## src/rtl/register_pkg.sv

```systemverilog
// Shared types and widths for the 8-bit register datapath.
package register_pkg;

    localparam int unsigned DATA_W = 8;

    typedef enum logic [1:0] {IDLE, SHIFT, PAR} ser_state_t;

endpackage

```

## src/rtl/register_serializer_mod_counter.sv

```systemverilog
// Bit counter for register_serializer: clears on load, counts while shifting,
// holds at WIDTH-1 and flags that terminal value.
module mod_counter #(
    parameter int unsigned WIDTH = 8,
    localparam int unsigned CW = (WIDTH > 1) ? $clog2(WIDTH) : 1
) (
    input  logic          clk,
    input  logic          rst,
    input  logic          clear,
    input  logic          enable,
    output logic [CW-1:0] cnt,
    output logic          last
);

    assign last = (cnt == CW'(WIDTH - 1));

    // Saturating count so a non-power-of-two WIDTH never wraps mid-frame
    always_ff @(posedge clk or posedge rst) begin
        if (rst) begin
            cnt <= '0;
        end else if (clear) begin
            cnt <= '0;
        end else if (enable && !last) begin
            cnt <= cnt + CW'(1);
        end
    end

endmodule

```

## src/rtl/register_serializer.sv

```systemverilog
// Parallel-to-serial transmitter, LSB first, with valid/ready load and done pulse.
// Optional even-parity bit after the data bits: define SERIALIZER_PARITY_EN.
module register_serializer
    import register_pkg::*;
#(
    parameter int unsigned WIDTH = DATA_W
) (
    input  logic             clk,
    input  logic             rst,
    input  logic [WIDTH-1:0] din,
    input  logic             load_valid,
    output logic             load_ready,
    output logic             sout,
    output logic             sout_valid,
    output logic             done
);

    localparam int unsigned CW = (WIDTH > 1) ? $clog2(WIDTH) : 1;

    ser_state_t       state;
    logic [WIDTH-1:0] shreg;
    logic             accept;
    logic             last;
    logic [CW-1:0]    cnt_unused;
`ifdef SERIALIZER_PARITY_EN
    logic             par;
`endif

    assign accept = (state == IDLE) && load_valid;

    mod_counter #(.WIDTH(WIDTH)) u_cnt (
        .clk    (clk),
        .rst    (rst),
        .clear  (accept),
        .enable (state == SHIFT),
        .cnt    (cnt_unused),
        .last   (last)
    );

    // Frame sequencing; done is high only in the first IDLE cycle after a frame
    always_ff @(posedge clk or posedge rst) begin
        if (rst) begin
            state <= IDLE;
            shreg <= '0;
            done  <= 1'b0;
        end else begin
            done <= 1'b0;
            case (state)
                IDLE: begin
                    if (load_valid) begin
                        shreg <= din;
                        state <= SHIFT;
                    end
                end
                SHIFT: begin
                    shreg <= shreg >> 1;
                    if (last) begin
`ifdef SERIALIZER_PARITY_EN
                        state <= PAR;
`else
                        state <= IDLE;
                        done  <= 1'b1;
`endif
                    end
                end
`ifdef SERIALIZER_PARITY_EN
                PAR: begin
                    state <= IDLE;
                    done  <= 1'b1;
                end
`endif
                default: state <= IDLE;
            endcase
        end
    end

`ifdef SERIALIZER_PARITY_EN
    always_ff @(posedge clk or posedge rst) begin
        if (rst) begin
            par <= 1'b0;
        end else if (accept) begin
            par <= ^din;
        end
    end
`endif

    // Line outputs decode the registered state; reset forces them low at once
    always_comb begin
        sout       = 1'b0;
        sout_valid = 1'b0;
        load_ready = 1'b0;
        if (!rst) begin
            case (state)
                IDLE:  load_ready = 1'b1;
                SHIFT: begin
                    sout       = shreg[0];
                    sout_valid = 1'b1;
                end
`ifdef SERIALIZER_PARITY_EN
                PAR: begin
                    sout       = par;
                    sout_valid = 1'b1;
                end
`endif
                default: ;
            endcase
        end
    end

endmodule
```

## config.mk

```make
export PLATFORM = sky130hd
export DESIGN_NAME = register_serializer
export DESIGN_NICKNAME = d
export VERILOG_FILES = /design/src/rtl/register_pkg.sv /design/src/rtl/register_serializer_mod_counter.sv /design/src/rtl/register_serializer.sv
export SDC_FILE = /design/constraint.sdc
export NUM_CORES = 1
export LEC_CHECK = 0
export CAP_MARGIN = 10
export CORE_MARGIN = 2
export CORE_UTILIZATION = 48
export DETAILED_ROUTE_END_ITERATION = 12
export PLACE_DENSITY_LB_ADDON = 0.15
export SYNTH_ARGS = -nofsm -noshare
export SYNTH_HDL_FRONTEND = slang
export SYNTH_SLANG_ARGS = --single-unit
```

## constraint.sdc

```tcl
create_clock -name clk -period 3.2 [get_ports clk]
set_input_delay 0.64 -clock clk [delete_from_list [all_inputs] [get_ports clk]]
set_output_delay 0.64 -clock clk [all_outputs]
set_load 0.02 [all_outputs]
```

==> results list, run 1 <==
- Post-DR wirelength/cell: 10.8 µm
* Number of DRC violations after detailed-routing iteration 0: 2
* Number of placed I/O pins: 15
* Maximum cell stage delay along the critical path: 740 ps
- Main combinational cell family by area after synthesis: multiplexers
* Sort of element at the end of the critical path: primary output
- For this design, the slowest cell found on the critical path is sky130_fd_sc_hd__dfrtp_1.
- For this block, the via count after detailed routing is 437.
- The path class of the tightest hold or removal check is reg2reg.
- In this run the number of H-tree levels came out at 1.
- Synthesis warning total: 0
* Crit Path Max Fanout: 22
- Fill cell count: 118
* Upper clock frequency limit: 0.384 GHz
- In the finished design, the share of the clock period the worst path needs comes to 81.3%.
- After Yosys synthesis, full adders, half adders and majority gates account for 5.89% of the synthesized area.
- The worst-case IR drop observed on VDD is 0.478 mV.
* Synthesized flop and latch total: 13
- Area growth from synthesis to layout: 24.4%
- The flow ran to the end, and the final reports show no timing, DRC or antenna violations.
- For the pin with the worst max-slew slack, the measured transition is 621 ps.
- Hold repair after CTS inserted 0 buffers.
- After clock tree synthesis, the clock-pin slew on the worst setup and hold paths is 80 ps.
* Global-route wire length before repair: 1590 µm
- TritonCTS created 3 clock buffers.
- The count of buffers added on input and output ports is 14.
* Netlist area before placement: 637 µm²
- The repair_antennas step left the layout with diodes totalling 0.
- Hold Crit Depth: 2
- NumNets Final: 87
* Max Cap Viol: 0
* CTS tree: yes
- Summing the areas of all compound-gate instances in the mapped netlist gives 10.8% of the synthesized area.
- Top-area cell type share of the netlist area: 51.1%
* Total DRC errors in the routed layout: 0
* Arrival @ worst endpoint: 1960 ps
* Maximum buffer depth of the clock tree: 2
* Buffer cell driving the clock tree root: sky130_fd_sc_hd__clkbuf_4
* Portion of netlist area occupied by mux cells: 14.9%
- Die Span Y: 40.4 µm
- Setup slack of the worst register-to-register path: 1760 ps
* Count of final hold-check violations: 0
- Summed over all layers, the global routing overflow is 0.
- STA classifies the critical path startpoint as a flop.
- Worst hold path endpoint: shreg[5]$_DFFE_PP0P_
* Headroom to the max-slew limit: 58.6%
* Synth Net Count: 71
- Antenna violations before repair: 0
* First drt pass iteration count: 4
- Detail Route Antenna Nets: 0
- Cells on worst reg2reg path: 4
* Number of global-route vias before repair: 373
* Synthesized instance count: 57
- Critical path's top delay family: flip-flops
- Launch point of the worst hold path: shreg[6]$_DFFE_PP0P_
- Counting both buffers and inverters, the worst setup path holds a total of 1.
* Proportion of layout cells with a drive suffix above 1: 8.33%
- Routability-driven placement congestion ratio: 0.612
- Min Tclk post-route: 2600 ps
- Leakage power total: 0.374 nW
- Data required, critical path: 2560 ps
- After synthesis, the mean cell area works out to 11.2 µm².
* Overall global routing resource usage: 15.1%
- Adding up every negative setup slack in the final design gives 0 ps.
* Post-CTS resize count: 0
- Starting density of the core: 50.2%
- Entering global routing, the biggest net connects 23 pins.
- In this run the core area contains 13 standard-cell rows.
- R2R Path Start: u_cnt.cnt[0]$_DFFE_PP0P_
* Placeable core area: 1270 µm²
- Clock latency reported for the late side of the worst-skew pair: 270 ps
* PwrDens: 771 nW/µm²
- Synthesized-area fraction occupied by xor and xnor cells: 0%
- Main area contributors after synthesis: sky130_fd_sc_hd__dfrtp_1, sky130_fd_sc_hd__mux2i_1, sky130_fd_sc_hd__o21ai_0
- RSZ-0062 raised after global routing: false
- After detailed routing, the number of vias per cell comes to 5.02.
- Traced cell by cell, the critical path runs through nor2b_1 -> and2_1 -> clkdlybuf4s50_1.
- The die covers 1630 µm².
* Number of distinct library cells after synthesis: 18
- Between clock sinks in the finished design, the worst skew comes to 0.857 ps.
- Of the total synthesized cell area, the portion taken by AND, OR, NAND and NOR gates is 11.4%.
* Sequential share of the synthesized area: 51.1%
- The largest total area in the synthesized netlist belongs to sky130_fd_sc_hd__dfrtp_1.
- Total clock sinks: 13
* Total power after layout: 611 µW
- From left edge to right edge, the die measures 40.4 µm.
- The max-slew violation total from the final report came to 0.
- Setup Viol. Count Final: 0
- Post-CTS setup buffers: 0
- Worst Path Class, Setup: reg2out
* Endpoint of the worst register-to-register path: u_cnt.cnt[2]$_DFFE_PP0P_
- After detailed routing, the total wire length is 941 µm.
## placed cells by master, fill, tap and decap left out, types with 2 or more instances in the layout
master                            instances
sky130_fd_sc_hd__inv_1                    2
sky130_fd_sc_hd__nand2_1                  7
sky130_fd_sc_hd__ha_1                     3
sky130_fd_sc_hd__o21ai_0                  9
sky130_fd_sc_hd__clkdlybuf4s50_1         14
sky130_fd_sc_hd__o21ai_1                  2
sky130_fd_sc_hd__mux2i_1                  8
sky130_fd_sc_hd__dfrtp_1                 13
sky130_fd_sc_hd__nor2_1                   2
sky130_fd_sc_hd__clkbuf_4                 3
## cell type report
cell class | instances | area (µm²) | area share, %
clock buffers | 4 | 26.3 | 3.32
well taps | 15 | 18.8 | 2.37
multi-input cells | 39 | 274 | 34.6
repair buffers | 14 | 140 | 17.7
flip-flops and latches | 13 | 325 | 41.1
inverters | 2 | 7.51 | 0.948
## metrics by stage
stage	util, %	std cells	worst slack [ps]	hold slack, ps	area [µm²]
4_1_cts	62.4	87	568	485	792
3_5_place_dp	60.4	83	610	466	766
2_1_floorplan	-	57	1290	445	637
6_report	62.4	87	597	479	792
5_1_grt	62.4	87	438	507	792
3_3_place_gp	60.4	83	625	461	766
## layer usage
layer	up-vias	global-route usage (%)	part of all wire (%)
li1	224	-	-
met1	200	21.6	51
met2	11	20.2	43
met3	2	3.33	5.7
met4	0	10.0	0.53
met5	-	0	0
## tightest hold or removal path, stage by stage, from the launching register on
cell,delay (ps)
sky130_fd_sc_hd__dfrtp_1,340
sky130_fd_sc_hd__nand2_1,40
sky130_fd_sc_hd__o21ai_0,60
## power by group
part	internal [mW]	leakage, nW	switching, mW
Clock	0.0483	0.0150	0.0517
Sequential	0.229	0.167	0.0655
Combinational	0.124	0.192	0.0921
Total	0.401	0.374	0.209
## synthesized netlist by cell type, drive strengths merged
master  instances
dfrtp          13
buf             3
and2            2
o21ai          11
or2b            1
a22o            1
mux2            1
nor2            3
ha              3
nor2b           1
mux2i           8
inv             2
nand2           7
a21oi           1
## how the worst max path moves through the flow
stage	startpoint	end	depth (start not counted)
global placement	rst	sout	4
detailed placement	rst	sout	4
CTS	state[0]$_DFFE_PP0P_	sout	3
finish	state[0]$_DFFE_PP0P_	sout	3
floorplan	rst	sout	2
global route	state[0]$_DFFE_PP0P_	sout	3
## kinds of logic (layout without fill, tap and decap cells)
kind of cell / after synthesis / after routing
compound gates: 13 / 13
mux: 9 / 9
simple gates: 14 / 14
fa+ha+maj: 3 / 3
flops: 13 / 13
buf+inv: 5 / 20
## flip-flops by register name (all words and copies together), names as in the netlist
register   count
done           1
u_cnt.cnt      3
state          1
shreg          8
Note: power is estimated with default switching activity, not from simulation.
==> run 2: changes to the inputs <==
CORE_UTILIZATION = 46   (was 48)
clock period = 2.55 ns   (was 3.2 ns; I/O delays follow)
==> results list, run 2 (synthesis results as in run 1) <==
* Leading cell type in the layout, fill and taps excluded: sky130_fd_sc_hd__clkdlybuf4s50_1
- Setup violations remaining at the end of the flow were counted as 0.
- The first global-routing pass estimated 1500 µm of wire.
* Hold bufs inserted after CTS: 0
- Final cell count without fillers: 88
- Once the clock tree was built, the resizer swapped 0 gates to a different size.
* Sort of element at the end of the critical path: primary output
- Compared with the post-synthesis result, the final layout area differs by 25.5%.
- The number of antenna diodes in the final layout is 0.
- Antenna violations before repair: 0
* Drt via density: 5.06
- Clock latency reported for the late side of the worst-skew pair: 270 ps
- Clock power frac: 16.1%
* Headroom to the max-slew limit: 63.2%
- In this run the worst path has a maximum fanout of 3.
- Once detail routing completed, the nets flagged for antenna violations numbered 0.
- NumNets Final: 88
- Cell Count Post-Placement: 84
- The tree built by TritonCTS fans out to 13 sinks.
* Post-route clock period utilization: 91.5%
* Fill cell count: 111
- Across the run, the number of max-cap violations was 0.
- The max-slew violation total from the final report is 0.
- Starting density of the core: 48.9%
- Total die area: 1700 µm²
- Global route total overflow: 0
- Number of DRC violations after detailed-routing iteration 0: 7
- For this run, the total global-route usage over all layers was measured as 14.6%.
- Setup total negative slack on the finished layout was measured at 0 ps.
- Setup slack of the worst register-to-register path: 1120 ps
- Of the total power, registers draw 42.5%.
- First drt pass iteration count: 4
- Buffer cell driving the clock tree root: sky130_fd_sc_hd__clkbuf_4
* Arrival @ worst endpoint: 1820 ps
- The top cell types in the final layout, fill and taps aside, are sky130_fd_sc_hd__clkdlybuf4s50_1, sky130_fd_sc_hd__dfrtp_1, sky130_fd_sc_hd__o21ai_0, sky130_fd_sc_hd__mux2i_1, sky130_fd_sc_hd__nand2_1.
* Number of global-route vias before repair: 371
- Static timing analysis puts the maximum clock frequency at 0.428 GHz.
* CTS tree: yes
- For hold timing, the worst endpoint is u_cnt.cnt[0]$_DFFE_PP0P_.
* Number of flip-flops in the largest register: 8
- The signal on the critical path passes through clkdlybuf4s50_1 -> nor2b_1 -> and2_1 -> clkdlybuf4s50_1.
- The number of clock buffers added by TritonCTS is 3.
- RSZ-0062 raised after global routing: false
* Post-CTS setup buffers: 0
- Maximum number of pins on one net before global-route repair: 21
* Buffer and inverter count on the worst path: 2
- Maximum level of the CTS H-tree: 1
- Post-route clock skew: 9.01 ps
* Top register by number of flip-flops: shreg
- Data required, critical path: 2040 ps
- Proportion of layout cells with a drive suffix above 1: 9.59%
- The flow ran to the end, and the final reports show no timing, DRC or antenna violations.
- Max rail drop VDD: 0.673 mV
- Sum of routed wire length over all layers: 988 µm
- Summing all placed instances gives a cell area of 773 µm².
- The analysis attributes to cell leakage a power of 0.379 nW.
* Total DRC errors in the routed layout: 0
- Pre-CTS setup slack: 209 ps
* DP Wirelength: 685 µm
* Critical path's most frequent cell: sky130_fd_sc_hd__clkdlybuf4s50_1
- Setup slack closes at 216 ps.
- Die Span Y: 41.2 µm
* Post-route design area: 800 µm²
- Combinational cells account for 41.4% of the total power.
* Cells on worst reg2reg path: 4
- Count of final hold-check violations: 0
* Number of placed I/O pins: 15
- Counting instances, the worst hold path has a depth of 1.
- In this run the number of cells on the critical path is 4.
* Post-DR wirelength/cell: 11.2 µm
* Endpoint of the worst register-to-register path: u_cnt.cnt[2]$_DFFE_PP0P_
- For the pin with the worst max-slew slack, the measured transition is 551 ps.
* Worst hold margin: 480 ps
* Routability-driven placement congestion ratio: 0.699
* R2R Path Start: u_cnt.cnt[0]$_DFFE_PP0P_
- Worst min-delay path category: reg2reg
* Number of vias in the routed layout: 445
- In this run the tool buffered the top-level ports with 14 buffer cells.
- Die width: 41.2 µm
- Maximum cell stage delay along the critical path: 590 ps
* Nature of the critical path startpoint: input port
* Placeable core area: 1300 µm²
- Clock-pin slew was measured on the worst setup and hold paths at 70 ps.
* Maximum buffer depth of the clock tree: 2
* Worst path slowest cell: sky130_fd_sc_hd__clkdlybuf4s50_1
- The largest registers in the layout are shreg x8, u_cnt.cnt x3.
* Internal power: 515 µW
* Rows: 13
* PwrDens: 977 nW/µm²
- Among cell families on the critical path, the largest total delay comes from buffers and inverters.
- Switching Share: 34.1%
- The worst setup path is of the in2out kind.
- Launch point of the worst hold path: u_cnt.cnt[0]$_DFFE_PP0P_
- NetSw: 266 µW
* Min Tclk post-route: 2330 ps
## run 2: cell types whose count changed in the layout (fill, tap and decap cells not counted), sizes merged
| cell | change |
|---|---|
| buf | +1 |
## run 2: layout make-up
type	instances	area (µm²)	area share, %
Multi-Input combinational cell	39	274	34.3
Tap cell	15	18.8	2.35
Inverter	2	7.51	0.939
Sequential cell	13	325	40.7
Clock buffer	4	26.3	3.29
Timing Repair Buffer	15	148	18.5
## run 2: worst max-delay path by stage
stage	startpoint	to	slack [ps]
after floorplan	rst	sout	900
after CTS	rst	sout	200
after global routing	rst	sout	140
after global placement	rst	sout	240
after detailed placement	rst	sout	210
final	rst	sout	220
## run 2: per-stage QoR
stage	total power, mW	utilization, %
detailed placement	0.664	59.4
global placement	0.655	59.4
finish	0.781	61.4
global route	0.846	61.4
floorplan	0.587	-
CTS	0.787	61.4
## run 2: power groups by stage
| stage | clock network, mW | logic, mW | registers [mW] |
|---|---|---|---|
| floorplan | 0 | 0.255 | 0.333 |
| global placement | 0 | 0.321 | 0.334 |
| detailed placement | 0 | 0.329 | 0.335 |
| CTS | 0.125 | 0.329 | 0.332 |
| global route | 0.135 | 0.369 | 0.342 |
| finish | 0.126 | 0.324 | 0.332 |
## run 2: metal layers
metal  GRT usage [%]  share of wire (%)
met1            18.4                 48
met4            12.1                1.8
met2            19.9                 43
met5               0                  0
met3            4.89                6.7
==> run 3: changes to the inputs <==
CORE_UTILIZATION = 48   (was 46)
clock period = 2.73 ns   (was 2.55 ns; I/O delays follow)
==> results list, run 3 (synthesis results as in run 1) <==
* Run status: finished, final reports clean
- Total die area: 1630 µm²
* Antenna violations before repair: 0
* Leading cell type in the layout, fill and taps excluded: sky130_fd_sc_hd__clkdlybuf4s50_1
- The via count of the first global-routing pass was 396.
- Setup violations remaining at the end of the flow were counted as 0.
* Worst hold margin: 483 ps
- Data arrives at the worst endpoint at 1840 ps.
* Leakage power total: 0.379 nW
- Cells on worst reg2reg path: 4
- Endpoint of the worst register-to-register path: u_cnt.cnt[2]$_DFFE_PP0P_
* Post-DR wirelength/cell: 10.8 µm
- Overall global routing resource usage: 16.0%
* Buffer cell driving the clock tree root: sky130_fd_sc_hd__clkbuf_4
* Worst hold path endpoint: shreg[4]$_DFFE_PP0P_
* Post-route clock skew: 1.75 ps
- Detail Route Antenna Nets: 0
* Critical path's most frequent cell: sky130_fd_sc_hd__clkdlybuf4s50_1
- Die Span Y: 40.4 µm
* Area growth from synthesis to layout: 25.5%
* Slew of the pin with the lowest slew margin: 567 ps
- Proportion of layout cells with a drive suffix above 1: 9.59%
- Setup slack of the worst register-to-register path: 1280 ps
* Worst min-delay path category: reg2reg
* NumNets Final: 88
* Buffer and inverter count on the worst path: 2
- Switching Share: 34.1%
- Starting density of the core: 50.2%
- After clock tree synthesis, the repair step resized 0 gates.
* Total DRC errors in the routed layout: 0
- Routability-driven placement congestion ratio: 0.645
* Clock buffer count from CTS: 3
- Power spread over the standard cell area amounts to 914 nW/µm².
- Max Transition Viols Final: 0
* Count of final hold-check violations: 0
- The register with the most flip-flops in the layout has 8 of them.
- Total of buffers placed on input and output ports: 14
- The internal portion of the total power is 482 µW.
- Relative contribution of combinational cells to total power: 42.0%
- Crit Path Max Fanout: 3
- Setup repair after global routing left no endpoint under its margin.
- The library cells used most frequently in the layout, excluding fill and tap cells, are sky130_fd_sc_hd__clkdlybuf4s50_1, sky130_fd_sc_hd__dfrtp_1, sky130_fd_sc_hd__o21ai_0, sky130_fd_sc_hd__mux2i_1, sky130_fd_sc_hd__nand2_1.
- The startpoint identified for the worst register-to-register timing path is u_cnt.cnt[0]$_DFFE_PP0P_.
- VDD sags by at most 0.482 mV.
- Maximum level of the CTS H-tree: 1
- Maximum cell stage delay along the critical path: 590 ps
- Clock power frac: 15.6%
- Number of antenna repair diodes: 0
- On the critical path the largest part of the delay comes from buffers and inverters.
- Detailed routing inserted a total of 438 vias.
- Hold Crit Depth: 2
* Worst path slowest cell: sky130_fd_sc_hd__clkdlybuf4s50_1
- Cells traversed along the worst timing path: clkdlybuf4s50_1 -> nor2b_1 -> and2_1 -> clkdlybuf4s50_1
- First drt pass iteration count: 2
- At the later pin of the worst-skew pair, clock insertion delay measures 270 ps.
* Post-CTS setup buffers: 0
- The clock passes through at most 2 buffers.
- The final layout contains routed wiring with a total length of 949 µm.
- CTS tree: yes
* Upper clock frequency limit: 0.419 GHz
* Largest registers in the final layout: shreg x8, u_cnt.cnt x3
- Hold repair after CTS inserted 0 buffers.
- Summed over all nets, the switching power comes to 249 µW.
* Final design utilization: 63.0%
- Entering global routing, the biggest net connects 21 pins.
* Rows: 13
* Min Tclk post-route: 2390 ps
- Drt via density: 4.98
- Summed over all layers, the global routing overflow is 0.
- Max Cap Viol: 0
* Total clock sinks: 13
- Worst Path Class, Setup: in2out
- Headroom to the max-slew limit came out at 62.1%.
* Fin Setup TNS: 0 ps
- Top register by number of flip-flops: shreg
- Portion of total power attributed to sequential cells: 42.4%
* Launch point of the worst hold path: shreg[5]$_DFFE_PP0P_
* Post-route clock period utilization: 87.5%
- For this block, the initial DRC count from the detailed router was 5.
- OpenSTA, run right after detailed placement, puts the worst setup slack at 332 ps.
- Sort of element at the end of the critical path: primary output
* Global-route wire length before repair: 1710 µm
* Placeable core area: 1270 µm²
* Clock input transition at the sequential cells of the worst setup and hold paths: 70 ps
- STA puts the critical path data required time at 2180 ps.
- DP Wirelength: 682 µm
- Nature of the critical path startpoint: input port
- Setup slack after layout: 342 ps
* Number of placed I/O pins: 15
- Die width: 40.4 µm
==> run 3: cell counts in the layout (fill, tap and decap cells not counted) <==
No cell type changed its count.
==> run 3: layer usage <==
metal	global-route usage, %	vias to the layer above	wire [µm]
met2	23.0	9	417
met1	22.9	197	477
met4	7.50	0	5
met5	0	-	0
li1	-	230	-
met3	3.33	2	48
==> run 3: power groups by stage <==
stage	logic [mW]	registers [mW]	clock network [mW]
6_report	0.307	0.310	0.114
5_1_grt	0.350	0.320	0.127
4_1_cts	0.314	0.310	0.118
3_5_place_dp	0.309	0.314	0
3_3_place_gp	0.300	0.311	0
2_1_floorplan	0.238	0.311	0
==> run 3: final cells by class <==
class	count	area, µm²
fillers	118	469
well taps	15	18.8
inverters	2	7.51
multi-input cells	39	274
clock buffers	4	26.3
repair buffers	15	148
flip-flops and latches	13	325
==> run 3: worst max-delay path by stage <==
stage / from / endpoint / slack [ps] / cells after the start
4_1_cts: rst / sout / 330 / 4
2_1_floorplan: rst / sout / 1010 / 2
3_5_place_dp: rst / sout / 330 / 4
6_report: rst / sout / 340 / 4
3_3_place_gp: rst / sout / 340 / 4
5_1_grt: rst / sout / 250 / 4
==> run 3: per-stage QoR <==
| step | power (mW) | instance area (µm²) | std cells |
|---|---|---|---|
| after floorplan | 0.549 | 637 | 57 |
| after global placement | 0.612 | 773 | 84 |
| after detailed placement | 0.622 | 773 | 84 |
| after CTS | 0.742 | 800 | 88 |
| after global routing | 0.797 | 800 | 88 |
| final | 0.731 | 800 | 88 |
==> run 3: worst min-delay path: cells and delay by family, from the launching register on <==
kind	cells	cell delay, ps
compound gates	1	60
flops	1	340
simple gates	1	50
